**config.mk**
```make
export PLATFORM = sky130hd
export DESIGN_NAME = mda_char_fetch
export DESIGN_NICKNAME = d
export VERILOG_FILES = /design/src/rtl/mda_pkg.sv /design/src/rtl/mda_dot_shifter.sv /design/src/rtl/mda_char_fetch.sv
export SDC_FILE = /design/constraint.sdc
export NUM_CORES = 1
export LEC_CHECK = 0
export ABC_AREA = 0
export ABC_CLOCK_PERIOD_IN_PS = 1400
export BUFFER_PORTS_ARGS = -buffer_cell sky130_fd_sc_hd__clkbuf_2
export CORE_MARGIN = 2
export CORE_UTILIZATION = 46
export CTS_CLUSTER_DIAMETER = 150
export DETAILED_ROUTE_END_ITERATION = 10
export GPL_ROUTABILITY_DRIVEN = 0
export GPL_TIMING_DRIVEN = 0
export HOLD_SLACK_MARGIN = 0.08
export PLACE_DENSITY = 0.75
export REMOVE_ABC_BUFFERS = 1
export SLEW_MARGIN = 20
export SYNTH_ARGS = -nofsm -noshare
export SYNTH_HDL_FRONTEND = slang
export SYNTH_SLANG_ARGS = --single-unit
export TNS_END_PERCENT = 100
```
**constraint.sdc**
```tcl
create_clock -name clk -period 1.4 [get_ports clk]
set_input_delay 0.28 -clock clk [delete_from_list [all_inputs] [get_ports clk]]
set_output_delay 0.28 -clock clk [all_outputs]
set_load 0.02 [all_outputs]
```
**src/rtl/mda_pkg.sv**
```systemverilog
// Shared definitions for the MDA character-fetch stage.
// Contents: default cell width, line-graphics code range, blank attribute,
// fetch deadline dot, and the fetch FSM state type.
package mda_pkg;

  localparam int CHAR_W_DEFAULT = 9;

  // Character codes whose ninth column repeats glyph bit 0.
  localparam logic [7:0] LINEGFX_LO = 8'hC0;
  localparam logic [7:0] LINEGFX_HI = 8'hDF;

  localparam logic [7:0] BLANK_ATTR = 8'h00;

  // If VRAM has not acknowledged by the dot_en of this dot, the slot goes blank.
  localparam logic [3:0] FETCH_DEADLINE_DOT = 4'd5;

  typedef enum logic [1:0] {
    IDLE,
    REQ,
    FONT,
    DONE
  } fetch_state_t;

endpackage

```
**src/rtl/mda_dot_shifter.sv**
```systemverilog
// CHAR_W-bit parallel-load / shift-left register producing the serial dot.
// Build option: MDA_LINEGFX_EN -- when defined, the ninth column copies glyph
// bit 0 for line-graphics codes 0xC0..0xDF; otherwise the ninth column is 0.
// Ports:
//   clk, reset_n   clock, synchronous active-low reset
//   load           load {glyph, col9} (wins over shift)
//   shift          shift left by one dot
//   glyph          glyph row, MSB = leftmost dot
//   char_code      character code of the glyph being loaded
//   pix            current dot (register MSB)
module mda_dot_shifter
  import mda_pkg::*;
#(
  parameter int CHAR_W = CHAR_W_DEFAULT
) (
  input  logic       clk,
  input  logic       reset_n,
  input  logic       load,
  input  logic       shift,
  input  logic [7:0] glyph,
  input  logic [7:0] char_code,
  output logic       pix
);

  logic              col9;
  logic [CHAR_W-1:0] load_val;
  logic [CHAR_W-1:0] sr;

`ifdef MDA_LINEGFX_EN
  // Box-drawing glyphs extend their rightmost dot so adjacent cells join.
  assign col9 = (char_code >= LINEGFX_LO && char_code <= LINEGFX_HI) ? glyph[0] : 1'b0;
`else
  logic unused_code;
  assign unused_code = ^char_code;
  assign col9        = 1'b0;
`endif

  generate
    if (CHAR_W == 9) begin : g_nine
      assign load_val = {glyph, col9};
    end else begin : g_eight
      logic unused_col9;
      assign unused_col9 = col9;
      assign load_val    = glyph;
    end
  endgenerate

  // NOTE: sequential state uses non-blocking assignments so every register
  // samples pre-edge values regardless of process evaluation order.
  always_ff @(posedge clk) begin
    if (!reset_n) begin
      sr <= '0;
    end else if (load) begin
      sr <= load_val;
    end else if (shift) begin
      sr <= {sr[CHAR_W-2:0], 1'b0};
    end
  end

  assign pix = sr[CHAR_W-1];

endmodule

```
**src/rtl/mda_char_fetch.sv**
```systemverilog
// Text-mode character fetch stage feeding the MDA attribute stage.
// Each character slot: fetch {attr, char} from VRAM (req/ack), look up the
// glyph row in the font ROM, then serialise it one dot per dot_en during the
// following slot. att_byte, row_addr, cursor and display_enable are delayed
// one slot so they line up with the dots. Also generates the CRTC char clock.
// Build option: MDA_LINEGFX_EN (ninth-column line graphics, in mda_dot_shifter).
// Ports:
//   clk, reset_n            clock, synchronous active-low reset
//   dot_en                  one-clk strobe per dot period
//   ma, ra, de_in, cursor_in CRTC values for the next character
//   char_en                 CRTC advance pulse at the last dot of a cell
//   vram_req/addr/ack/data  VRAM read handshake
//   font_addr, font_data    font ROM lookup ({char, row[3:0]} -> glyph row)
//   pix, att_byte, row_addr, cursor, display_enable  dot-aligned outputs
//   fetch_miss              one-clk pulse when VRAM misses the deadline
module mda_char_fetch
  import mda_pkg::*;
#(
  parameter int CHAR_W  = CHAR_W_DEFAULT,
  parameter int MA_W    = 14,
  parameter int FONT_AW = 12
) (
  input  logic               clk,
  input  logic               reset_n,
  input  logic               dot_en,
  input  logic [MA_W-1:0]    ma,
  input  logic [4:0]         ra,
  input  logic               de_in,
  input  logic               cursor_in,
  output logic               char_en,
  output logic               vram_req,
  output logic [MA_W-1:0]    vram_addr,
  input  logic               vram_ack,
  input  logic [15:0]        vram_data,
  output logic [FONT_AW-1:0] font_addr,
  input  logic [7:0]         font_data,
  output logic               pix,
  output logic [7:0]         att_byte,
  output logic [4:0]         row_addr,
  output logic               cursor,
  output logic               display_enable,
  output logic               fetch_miss
);

  localparam logic [3:0] LAST_DOT = 4'(CHAR_W - 1);
  localparam logic [3:0] FONT_DOT = 4'(CHAR_W - 2);

  fetch_state_t state, state_nxt;

  logic [3:0] dot_cnt;
  logic       dot0;
  logic       deadline;
  logic       font_cap;
  logic       ack_take;
  logic       miss_now;

  // Fetch stage: the character being fetched during the current slot.
  logic [4:0] f_ra;
  logic       f_cursor;
  logic       f_de;
  logic [7:0] f_char;
  logic [7:0] f_attr;
  logic [7:0] f_glyph;

  assign dot0     = dot_en && (dot_cnt == 4'd0);
  assign deadline = dot_en && (dot_cnt == FETCH_DEADLINE_DOT);
  assign font_cap = dot_en && (dot_cnt == FONT_DOT);

  // State register
  always_ff @(posedge clk) begin
    if (!reset_n) begin
      state <= IDLE;
    end else begin
      state <= state_nxt;
    end
  end

  // Next-state logic. Dot 0 always starts a new slot: any finished fetch
  // retires and a request is launched only for displayed characters.
  always_comb begin
    // NOTE: default assignment first so no path leaves state_nxt unassigned,
    // which would otherwise infer a latch.
    state_nxt = state;
    if (dot0) begin
      state_nxt = de_in ? REQ : IDLE;
    end else begin
      case (state)
        REQ: begin
          // Ack takes priority over a deadline in the same clk.
          if (vram_ack)      state_nxt = FONT;
          else if (deadline) state_nxt = DONE;
        end
        FONT: if (font_cap) state_nxt = DONE;
        default: state_nxt = state;
      endcase
    end
  end

  // Output logic
  always_comb begin
    vram_req = (state == REQ);
    char_en  = dot_en && (dot_cnt == LAST_DOT);
    ack_take = (state == REQ) && vram_ack;
    miss_now = (state == REQ) && !vram_ack && deadline && !dot0;
  end

  // Dot counter, fetch stage and display-stage delay registers.
  always_ff @(posedge clk) begin
    if (!reset_n) begin
      dot_cnt        <= '0;
      fetch_miss     <= 1'b0;
      vram_addr      <= '0;
      font_addr      <= '0;
      f_ra           <= '0;
      f_cursor       <= 1'b0;
      f_de           <= 1'b0;
      f_char         <= '0;
      f_attr         <= BLANK_ATTR;
      f_glyph        <= '0;
      att_byte       <= '0;
      row_addr       <= '0;
      cursor         <= 1'b0;
      display_enable <= 1'b0;
    end else begin
      fetch_miss <= miss_now;

      if (dot_en) begin
        dot_cnt <= (dot_cnt == LAST_DOT) ? 4'd0 : dot_cnt + 4'd1;
      end

      if (dot0) begin
        // Previous fetch moves to display, in step with the shifter load.
        att_byte       <= f_attr;
        row_addr       <= f_ra;
        cursor         <= f_cursor;
        display_enable <= f_de;
        // New fetch starts blank; a successful fetch fills it in later.
        f_ra           <= ra;
        f_cursor       <= cursor_in;
        f_de           <= de_in;
        f_char         <= '0;
        f_attr         <= BLANK_ATTR;
        f_glyph        <= '0;
        vram_addr      <= ma;
      end

      if (ack_take) begin
        f_char    <= vram_data[7:0];
        f_attr    <= vram_data[15:8];
        font_addr <= FONT_AW'({vram_data[7:0], f_ra[3:0]});
      end

      if ((state == FONT) && font_cap) begin
        f_glyph <= font_data;
      end
    end
  end

  mda_dot_shifter #(
    .CHAR_W (CHAR_W)
  ) u_shifter (
    .clk       (clk),
    .reset_n   (reset_n),
    .load      (dot0),
    .shift     (dot_en),
    .glyph     (f_glyph),
    .char_code (f_char),
    .pix       (pix)
  );

endmodule

```
==> results by group <==
Job
  – Max_cap viols: 0

Synthesis
  – Synthesized area: 3150 sq um
  – Yosys reg bits: 79
  – Compound-Gate Fraction of Synth Area: 20.3%
  – Mapped Cells: 358
  – Top cell type by total area after synthesis: dfxtp_1
  – Sequential-to-total area share from yosys stat: 50.2%
  – Mean area per synthesized cell: 8.80 sq um
  – Simple-gate share of the synthesized area: 22.4%
  – XOR/XNOR share of the synthesized area: 0.834%
  – Mux cell area share after synthesis: 0.635%
  – Synth warn: 0
  – Count of cell types in the netlist: 31
  – Largest family of logic cells by synthesized area: simple AND/OR/NAND/NOR gates
  – Synth Area in Adders: 1.19%
  – Synth top area share: 50.2%
  – Top post-synthesis cells by area: dfxtp_1 (50%), nand2_1 (15%), a21boi_0 (7.6%)

Detailed routing
  – Post-DR vias/cell: 5.13
  – Drt first-iter violations: 97
  – Residual DRC count: 0
  – Final ANT Viol Nets: 0
  – Total wire length: 7950 microns
  – Routed vias: 2,804
  – Router iterations before antenna repair: 4
  – Routed wire per std cell: 14.5 microns

STA
  – Final hold violation count: 0
  – Max Slew Vio Count: 0
  – Total negative slack: -3.69 ns
  – Final WS setup: -0.181 ns
  – Min Hold Slack: 0.143 ns
  – Post-layout minimum cycle time: 1.58 ns
  – RSZ-0062 raised after global routing: yes
  – Worst Tran Pin Value: 0.693 ns
  – Max transition margin: 53.8%
  – Final Cycle Share: 113%
  – Final Setup Violations: 58
  – Clock Skews: 0.00886 ns
  – Fmax achieved: 0.633 GHz

GRT
  – First-pass GRT wire length: 11,600 microns
  – Pin count of the biggest net entering global routing: 78
  – Gr ovfl total: 0
  – Vias in the first global route: 2,519
  – GRT met3 Usage: 4.10%
  – GR Util met1: 24.7%
  – Initial antenna violation count: 0
  – Grt met2 use: 32.0%
  – GRT Max-Usage Layer: met2
  – Total GRT Usage: 19.3%

Clocking
  – CTS Buf Count: 9
  – # hold bufs at CTS: 0
  – CTS tree: built
  – H-tree depth: 3
  – # clock sinks: 79
  – Clock transition at path regs: 0.08 ns
  – Worst-Skew Late Latency: 0.35 ns
  – Clk Tree Root Cell: clkbuf_8
  – Clk buf depth: 2

Setup path
  – Worst Setup Path Type: reg2reg
  – Critical path fanouts, max: 6
  – CP arrival: 1.81 ns
  – CP Capture Type: register
  – CP startpoint kind: register
  – Reg2reg setup slack: -0.18 ns
  – CP required: 1.62 ns

Power
  – Peak VDD IR: 585 uV
  – Power density cells: 1260 nW/um^2
  – Leakage: 1.86 nW

Status
  – Status: finished with violations
  – Violated checks: setup timing

Place
  – Buffers on Ports: 93
  – Dpl ws: -0.521 ns
  – Final HPWL DP: 4280 microns

Layout
  – Share of post-route cells with drive strength above 1: 36.2%
  – ANT cells: 0
  – Layout area overhead: 38.8%
  – # nets final: 515
  – Final core occ: 65.1%

Die
  – Starting Density: 46.9%
  – Die height: 86.8 microns
  – Die width: 86.8 microns
  – Core Area: 6720 sq um
  – # rows: 30
  – IO Pins: 94
  – Die area: 7530 sq um

Min path
  – Hold Crit Class: in2reg
-- final timing paths --
path / start / depth (start not counted) / to
setup reg to reg: dot_cnt[0] / 8 / state[0]
hold / removal: ma[2] / 3 / vram_addr[2]
setup / recovery: dot_cnt[0] / 8 / state[0]
hold reg to reg: cursor / 2 / cursor
-- metal layers --
layer	up-vias	routed length, microns
li1	1409	-
met1	1305	3510
met2	77	3900
met3	13	380
met4	0	156
met5	-	0
-- registers in the layout, indices dropped and copies added (netlist names) --
register and flops:
cursor 1, dot_cnt 4, font_addr 12, f_de 1, display_enable 1, u_shifter.sr 8
f_attr 8, f_glyph 8, f_cursor 1, row_addr 5, fetch_miss 1, att_byte 8
vram_addr 14, state 2, f_ra 5
-- report_power, final --
group | leakage, nW | internal [W] | switching (W)
sequential | 0.644 | 0.00236 | 0.0000725
clock | 0.123 | 0.00127 | 0.000793
combinational | 1.10 | 0.000469 | 0.000528
total | 1.86 | 0.00410 | 0.00139
-- Yosys cell counts, drive strengths merged --
| cell type | count |
|---|---|
| and4bb | 1 |
| o31ai | 1 |
| nor4 | 1 |
| nand4b | 3 |
| nand4 | 1 |
| nor2b | 12 |
| buf | 16 |
| xor2 | 2 |
| nor2 | 5 |
| nand2b | 2 |
| ha | 3 |
| a21oi | 2 |
| nand2 | 122 |
| nand3 | 8 |
| a22oi | 8 |
| o211a | 7 |
| dfxtp | 79 |
| xnor2 | 1 |
| and3b | 1 |
| nand4bb | 1 |
| o211ai | 9 |
| mux2i | 2 |
| clkbuf | 10 |
| a21boi | 56 |
| inv | 4 |
| and4b | 1 |
-- cells in the final DEF (no fill, tap or decap), types with 2 or more instances in the layout --
cell type	Yosys	routed
a21boi_0	32	18
a21boi_1	24	38
a22oi_2	0	8
buf_12	0	3
buf_16	0	2
buf_4	3	13
buf_6	0	3
bufinv_16	0	3
clkbuf_16	0	4
clkbuf_2	0	90
clkbuf_4	0	2
clkbuf_8	0	12
dfxtp_1	79	77
inv_1	4	2
mux2i_1	2	2
nand2_1	122	112
nand2_2	0	10
nand3_1	8	8
nand4b_1	2	2
nor2_1	3	3
nor2_4	2	3
nor2b_1	12	11
o211a_1	7	7
o211ai_1	9	9
xor2_1	2	2
-- worst max-delay path: stages (launching register included) --
cell	delay, ns
dfxtp_4	0.36
inv_4	0.06
ha_4	0.13
buf_4	0.11
nand4bb_4	0.20
buf_12	0.21
nand4b_1	0.14
o31ai_4	0.11
mux2i_1	0.13
-- repair_timing --
item,4_1_cts,5_1_grt
buffers inserted,8,8
gates cloned,3,6
gates resized for setup,21,44
pin swaps,5,14
setup endpoints to repair,77,72
-- cells by family after synthesis --
family / count (synthesis)
buffers and inverters: 30
flip-flops: 79
multiplexers: 2
adder cells (fa/ha/maj): 3
AND/OR/NAND/NOR: 158
XOR/XNOR: 3
AO/OA/AOI/OAI: 83
-- stage by stage --
step | std cells | area [sq um] | total power [W]
5_1_grt | 547 | 4370 | 0.00572
4_1_cts | 533 | 4080 | 0.00530
2_1_floorplan | 332 | 3030 | 0.00285
6_report | 547 | 4370 | 0.00549
3_5_place_dp | 507 | 3650 | 0.00315
3_3_place_gp | 505 | 3590 | 0.00310
-- cell type report --
type | instances | area (sq um)
Clock buffer | 12 | 155
Tap cell | 80 | 100
Timing Repair Buffer | 119 | 841
Sequential cell | 79 | 1590
Clock inverter | 3 | 90.1
Inverter | 4 | 17.5
Multi-Input combinational cell | 250 | 1580
Fill cell | 541 | 2340
Note: power is estimated with default switching activity, not from simulation.
